==> src/rtl/uart_rx_fifo_if.sv <==
// Byte-side and line-side signals of the UART receiver FIFO.
// The consumer side (master) drives the serial line and pop requests.
// The receiver (slave) returns the head byte, occupancy flags and error pulses.
// RD_EN/EMPTY handshake: a byte is consumed on a rising CLK edge where RD_EN=1
// and EMPTY=0; RD_DATA is the byte consumed and is valid whenever EMPTY=0.
interface uart_rx_fifo_if #(
  parameter int DEPTH_LOG2 = 4
);
  logic                  UART_IN;
  logic                  RD_EN;
  logic [7:0]            RD_DATA;
  logic                  EMPTY;
  logic                  FULL;
  logic [DEPTH_LOG2:0]   COUNT;
  logic                  FRAME_ERR;
  logic                  OVERFLOW;

  modport master (
    output UART_IN, RD_EN,
    input  RD_DATA, EMPTY, FULL, COUNT, FRAME_ERR, OVERFLOW
  );

  modport slave (
    input  UART_IN, RD_EN,
    output RD_DATA, EMPTY, FULL, COUNT, FRAME_ERR, OVERFLOW
  );
endinterface

==> src/rtl/uart_rx_fifo.sv <==
// 8N1 UART receiver feeding a show-ahead circular byte FIFO.
// Received bytes are written on the stop-bit sample edge, so EMPTY/COUNT/
// RD_DATA and the FRAME_ERR/OVERFLOW pulses all change on that same edge.
// dbg_state exposes the receiver FSM state (IDLE=0 .. WAIT_HIGH=4).
module uart_rx_fifo #(
  parameter int CLKS_PER_BIT = 868,
  parameter int DEPTH_LOG2   = 4
) (
  input  logic              CLK,
  input  logic              RST,
  uart_rx_fifo_if.slave     bus,
  output logic [2:0]        dbg_state
);

  typedef enum logic [2:0] {
    IDLE      = 3'd0,
    START     = 3'd1,
    DATA      = 3'd2,
    STOP      = 3'd3,
    WAIT_HIGH = 3'd4
  } rx_state_t;

  localparam int DEPTH = 1 << DEPTH_LOG2;
  localparam int CW    = $clog2(CLKS_PER_BIT);
  localparam logic [CW-1:0]         BIT_LAST  = CW'(CLKS_PER_BIT - 1);
  localparam logic [CW-1:0]         HALF_LAST = CW'(CLKS_PER_BIT / 2 - 1);
  localparam logic [DEPTH_LOG2:0]   DEPTH_CNT = (DEPTH_LOG2 + 1)'(DEPTH);

  // Synchronizer
  logic rx_meta, rx_s;

  // Receiver FSM and datapath
  rx_state_t     state_q, state_d;
  logic [CW-1:0] cnt_q, cnt_d;
  logic [2:0]    bit_q, bit_d;
  logic [7:0]    shift_q, shift_d;
  logic          push, frame_err;

  // FIFO
  logic [7:0]            mem [DEPTH];
  logic [DEPTH_LOG2-1:0] wr_ptr, rd_ptr;
  logic [DEPTH_LOG2:0]   count_q, count_d;
  logic                  empty_q, full_q, ovf_q, ferr_q;
  logic                  pop, accept, drop;

  // Two-flop synchronizer; idle-high reset avoids a false start bit.
  always_ff @(posedge CLK) begin
    if (RST) begin
      rx_meta <= 1'b1;
      rx_s    <= 1'b1;
    end else begin
      rx_meta <= bus.UART_IN;
      rx_s    <= rx_meta;
    end
  end

  // Receiver state and datapath registers.
  always_ff @(posedge CLK) begin
    if (RST) begin
      state_q <= IDLE;
      cnt_q   <= '0;
      bit_q   <= '0;
      shift_q <= '0;
    end else begin
      state_q <= state_d;
      cnt_q   <= cnt_d;
      bit_q   <= bit_d;
      shift_q <= shift_d;
    end
  end

  // Next-state logic: mid-bit sampling driven by a single cycle counter.
  always_comb begin
    state_d   = state_q;
    cnt_d     = cnt_q;
    bit_d     = bit_q;
    shift_d   = shift_q;
    push      = 1'b0;
    frame_err = 1'b0;
    case (state_q)
      IDLE: begin
        if (!rx_s) begin
          state_d = START;
          cnt_d   = '0;
          bit_d   = '0;
        end
      end
      START: begin
        if (cnt_q == HALF_LAST) begin
          cnt_d   = '0;
          state_d = rx_s ? IDLE : DATA;
        end else begin
          cnt_d = cnt_q + 1'b1;
        end
      end
      DATA: begin
        if (cnt_q == BIT_LAST) begin
          cnt_d   = '0;
          shift_d = {rx_s, shift_q[7:1]};
          bit_d   = bit_q + 1'b1;
          if (bit_q == 3'd7) begin
            state_d = STOP;
          end
        end else begin
          cnt_d = cnt_q + 1'b1;
        end
      end
      STOP: begin
        if (cnt_q == BIT_LAST) begin
          cnt_d = '0;
          if (rx_s) begin
            push    = 1'b1;
            state_d = IDLE;
          end else begin
            frame_err = 1'b1;
            state_d   = WAIT_HIGH;
          end
        end else begin
          cnt_d = cnt_q + 1'b1;
        end
      end
      WAIT_HIGH: begin
        // A held-low line (break) must not be decoded as a stream of frames.
        if (rx_s) begin
          state_d = IDLE;
        end
      end
      default: state_d = IDLE;
    endcase
  end

  // A pop on a full FIFO frees the slot the simultaneous push needs.
  always_comb begin
    pop    = bus.RD_EN && !empty_q;
    accept = push && (!full_q || pop);
    drop   = push && full_q && !pop;
    case ({accept, pop})
      2'b10:   count_d = count_q + 1'b1;
      2'b01:   count_d = count_q - 1'b1;
      default: count_d = count_q;
    endcase
  end

  // Pointers, occupancy, registered flags and error pulses.
  always_ff @(posedge CLK) begin
    if (RST) begin
      wr_ptr  <= '0;
      rd_ptr  <= '0;
      count_q <= '0;
      empty_q <= 1'b1;
      full_q  <= 1'b0;
      ovf_q   <= 1'b0;
      ferr_q  <= 1'b0;
    end else begin
      if (accept) wr_ptr <= wr_ptr + 1'b1;
      if (pop)    rd_ptr <= rd_ptr + 1'b1;
      count_q <= count_d;
      empty_q <= (count_d == '0);
      full_q  <= (count_d == DEPTH_CNT);
      ovf_q   <= drop;
      ferr_q  <= frame_err;
    end
  end

  // Storage; cleared on reset so RD_DATA reads 0x00 afterwards.
  always_ff @(posedge CLK) begin
    if (RST) begin
      for (int i = 0; i < DEPTH; i++) begin
        mem[i] <= '0;
      end
    end else if (accept) begin
      mem[wr_ptr] <= shift_q;
    end
  end

  assign bus.RD_DATA   = mem[rd_ptr];
  assign bus.EMPTY     = empty_q;
  assign bus.FULL      = full_q;
  assign bus.COUNT     = count_q;
  assign bus.FRAME_ERR = ferr_q;
  assign bus.OVERFLOW  = ovf_q;
  assign dbg_state     = state_q;

endmodule

==> src/flat_wrapper.sv <==
// flat-port wrapper written by rule: the top's interface ports become plain ports
module uart_rx_fifo_flat 
#(
  parameter int CLKS_PER_BIT = 868,
  parameter int DEPTH_LOG2   = 4
)
  (CLK, RST, dbg_state, bus_UART_IN, bus_RD_EN, bus_RD_DATA, bus_EMPTY, bus_FULL, bus_COUNT, bus_FRAME_ERR, bus_OVERFLOW);
  uart_rx_fifo_if #(.DEPTH_LOG2(DEPTH_LOG2)) bus_i ();
  input  logic CLK;
  input  logic RST;
  output logic [2:0] dbg_state;
  input wire logic [$bits(bus_i.UART_IN)-1:0] bus_UART_IN;
  input wire logic [$bits(bus_i.RD_EN)-1:0] bus_RD_EN;
  output wire logic [$bits(bus_i.RD_DATA)-1:0] bus_RD_DATA;
  output wire logic [$bits(bus_i.EMPTY)-1:0] bus_EMPTY;
  output wire logic [$bits(bus_i.FULL)-1:0] bus_FULL;
  output wire logic [$bits(bus_i.COUNT)-1:0] bus_COUNT;
  output wire logic [$bits(bus_i.FRAME_ERR)-1:0] bus_FRAME_ERR;
  output wire logic [$bits(bus_i.OVERFLOW)-1:0] bus_OVERFLOW;
  assign bus_i.UART_IN = bus_UART_IN;
  assign bus_i.RD_EN = bus_RD_EN;
  assign bus_RD_DATA = bus_i.RD_DATA;
  assign bus_EMPTY = bus_i.EMPTY;
  assign bus_FULL = bus_i.FULL;
  assign bus_COUNT = bus_i.COUNT;
  assign bus_FRAME_ERR = bus_i.FRAME_ERR;
  assign bus_OVERFLOW = bus_i.OVERFLOW;
  uart_rx_fifo #(.CLKS_PER_BIT(CLKS_PER_BIT), .DEPTH_LOG2(DEPTH_LOG2)) u_core (.CLK(CLK), .RST(RST), .bus(bus_i), .dbg_state(dbg_state));
endmodule
==> config.mk <==
export PLATFORM = sky130hd
export DESIGN_NAME = uart_rx_fifo_flat
export DESIGN_NICKNAME = d
export VERILOG_FILES = /design/src/rtl/uart_rx_fifo_if.sv /design/src/rtl/uart_rx_fifo.sv /design/src/flat_wrapper.sv
export SDC_FILE = /design/constraint.sdc
export NUM_CORES = 1
export LEC_CHECK = 0
export ABC_CLOCK_PERIOD_IN_PS = 3050
export BUFFER_PORTS_ARGS = -buffer_cell sky130_fd_sc_hd__buf_2
export CAP_MARGIN = 10
export CORE_MARGIN = 10
export CORE_UTILIZATION = 58
export CTS_BUF_LIST = sky130_fd_sc_hd__clkbuf_8
export CTS_CLUSTER_DIAMETER = 50
export DETAILED_ROUTE_END_ITERATION = 12
export GPL_TIMING_DRIVEN = 0
export HOLD_SLACK_MARGIN = 0.12
export PLACE_DENSITY = 0.87
export SYNTH_ARGS = -nofsm -noshare
export SYNTH_HDL_FRONTEND = slang
export SYNTH_SLANG_ARGS = --single-unit
==> constraint.sdc <==
create_clock -name CLK -period 3.05 [get_ports CLK]
set_input_delay 0.1525 -clock CLK [delete_from_list [all_inputs] [get_ports CLK]]
set_output_delay 0.1525 -clock CLK [all_outputs]
set_load 0.005 [all_outputs]
==> out/qor.txt <==
maximum VDD drop: 0.000300 V
Avg WL per Cell: 21.6 um
Port Buffers: 22
Worst EP required: 3400 ps
Starting Density: 59.4%
H-Tree Depth: 4
Top FF cell, synth: edfxtp_1
Max-cap violations: 0
Crit Path Max Fanout: 10
Hold Startpoint: bus_UART_IN
pre-CTS setup slack: -434 ps
Die Y-Extent: 137 um
Yosys cell types: 57
fin crit share: 94.2%
fin worst setup slack: 177 ps
CTS tree: built
Total Die Area: 18700 um^2
CTS Buffer Depth: 2
DRC: 0
CP Class: flip-flop to flip-flop
# rows: 42
register area share after synthesis: 60.5%
async set-reset flop share out of synthesis: 0%
worst-margin pin slew: 914 ps
Antenna diodes: 0
Setup Viol. Count Final: 0
post-synth top area share: 48.6%
Final Hold Fails: 0
RR Startpoint: u_core.cnt_q[0]
Leak: 2.90 nW
First-pass DRT Iterations: 7
CP endpoint kind: flip-flop
synthesized flop and latch total: 175
final setup skew: 10.5 ps
vias per cell: 6.23
Mapped Avg Cell Area: 12.2 um^2
largest net degree at the start of global routing: 17
post-layout util: 67.1%
Sink Count: 175
Fill cells: 940
outcome: finished, final reports clean
DRT Wirelength: 19.3 mm
post-layout min period: 2870 ps
Worst-path clk slew: 80 ps
slew margin rel.: 38.6%
RSZ-0062 raised after global routing: no
Synth area leader: edfxtp_1
routability cong.: 0.931
Placed Instances: 851
Final nets: 721
initial antenna violation count: 0
vias in the first global route: 5655
grt ovf: 0
cts bufs inserted: 17
Register Area: 4800 um^2
Post-Syn Area: 7900 um^2
CP Launch Point: u_core.cnt_q[0]
# IOs: 24
Cell Count, Final, Fillers Out: 893
DR iter-0 viols: 626
Skew-Pair Late Insertion Delay: 460 ps
area grow syn2layout: 12.8%
die width: 137 um
clock root buffer: clkbuf_8
core box area: 13300 um^2
CP arrival: 3230 ps
Vias: 5562
Routed Antenna Nets: 0
Post-synth EDFFs: 128
Post-Syn Nets: 664
Startpoint Class: flip-flop
Worst Hold Class: primary input to flip-flop
multi-input logic area: 3020 um^2
YS warnings: 0
global-route wire length before repair: 30.1 mm
Mapped Cells: 647
Max Clk Rate: 348 MHz
post-DP HPWL: 13.2 mm
Final Max Slew Viols: 0
layout cells sized above 1: 20.2%
top cells by area, synth: edfxtp_1, dfxtp_1, mux4_2
Total Routing Usage GR: 21.4%
Power Density: 513 nW/um^2
## logic make-up (layout without fill, tap and decap cells)
kind of cell / count (synthesis) / in the layout / share of synthesized area, %
AOI/OAI and AO/OA: 67 / 67 / 5.64
xor gates and xnor gates: 11 / 11 / 1.22
adders and majority gates: 13 / 13 / 2.06
buffers and inverters: 49 / 119 / 2.56
DFF: 175 / 175 / 60.5
muxes: 47 / 47 / 12.3
and+or+nand+nor: 285 / 285 / 15.7
## registers in the layout, indices dropped and copies added (netlist names), 3 cells and up, named ones only
register,flops
u_core.cnt_q,10
u_core.mem,128
u_core.dbg_state,3
u_core.bus.COUNT,5
u_core.wr_ptr,4
u_core.bit_q,3
u_core.shift_q,8
u_core.rd_ptr,4
## cell usage after synthesis (3+ instances only)
master	count
nor2_1	159
edfxtp_1	128
nand2_1	69
dfxtp_1	47
mux4_2	40
clkbuf_1	27
o21ai_0	21
a21oi_1	18
ha_1	13
nand3_1	11
inv_1	8
nor2b_1	7
xor2_1	7
a22o_1	6
buf_1	6
buf_2	6
mux2i_1	6
nor3_1	5
and3_1	4
nand2b_1	4
o31ai_1	4
xnor2_1	4
nor3b_1	3
nor4_1	3
## routing by layer
metal	up-vias	wire [um]	track usage, %
met5	-	0	0
met4	0	835	11.5
met3	70	1800	4.80
met2	344	9720	35.6
met1	2696	6900	25.2
li1	2452	-	-
## cell type report
class	count	area share (%)
clock inverters	15	2.26
well taps	176	2.47
clock buffers	17	2.62
inverters	8	0.337
multi-input cells	423	33.9
repair buffers	40	2.67
flip-flops and latches	175	53.8
plain buffers	39	1.89
## worst max-delay path: stages, from the launching register on
cell and delay (ps):
dfxtp_4 380, ha_4 160, nand4bb_4 150, a2111oi_4 300, nand2_2 170, buf_4 190
ha_1 300, clkbuf_2 240, nor2_1 90, a221oi_2 320, mux2_4 340, o2111a_1 120
## through the flow
stage | TNS [ps] | hold slack, ps | power (mW) | instance area [um^2]
after floorplan | 0 | 256 | 2.80 | 7920
after global placement | -28230 | 343 | 2.85 | 8250
after detailed placement | -27110 | 338 | 2.87 | 8280
after CTS | -2210 | 390 | 4.58 | 8840
after global routing | 0 | 413 | 4.71 | 8910
final | 0 | 411 | 4.58 | 8910
## cell usage in the layout, fill, tap and decap left out, types with 11 or more instances in the layout
cell,instances
buf_2,32
mux4_2,40
dfxtp_1,41
nor2_1,159
nand3_1,11
clkbuf_1,24
a21oi_1,18
clkbuf_8,17
nand2_1,67
o21ai_0,13
edfxtp_1,128
## final timing paths
check             slack (ps)  cells after the start              end
setup / recovery         180                     11  u_core.bus.FULL
hold / removal           410                      3   u_core.rx_meta
setup reg to reg         180                     11  u_core.bus.FULL
hold reg to reg          420                      1      u_core.rx_s
## report_power, final
group / total, mW / switching [mW] / internal [mW]
Combinational: 0.164 / 0.0988 / 0.0653
Clock: 1.76 / 0.798 / 0.957
Sequential: 2.66 / 0.0282 / 2.63
## timing repair
action                                  4_1_cts  5_1_grt
resized for setup                            25       11
endpoints found under the setup margin      110       10
hold endpoints to repair                      3        0
hold buffers                                  3        0
cloned                                        0        0
setup buffers                                 2        5
pin swaps                                     3        3
Note: power is estimated with default switching activity, not from simulation.
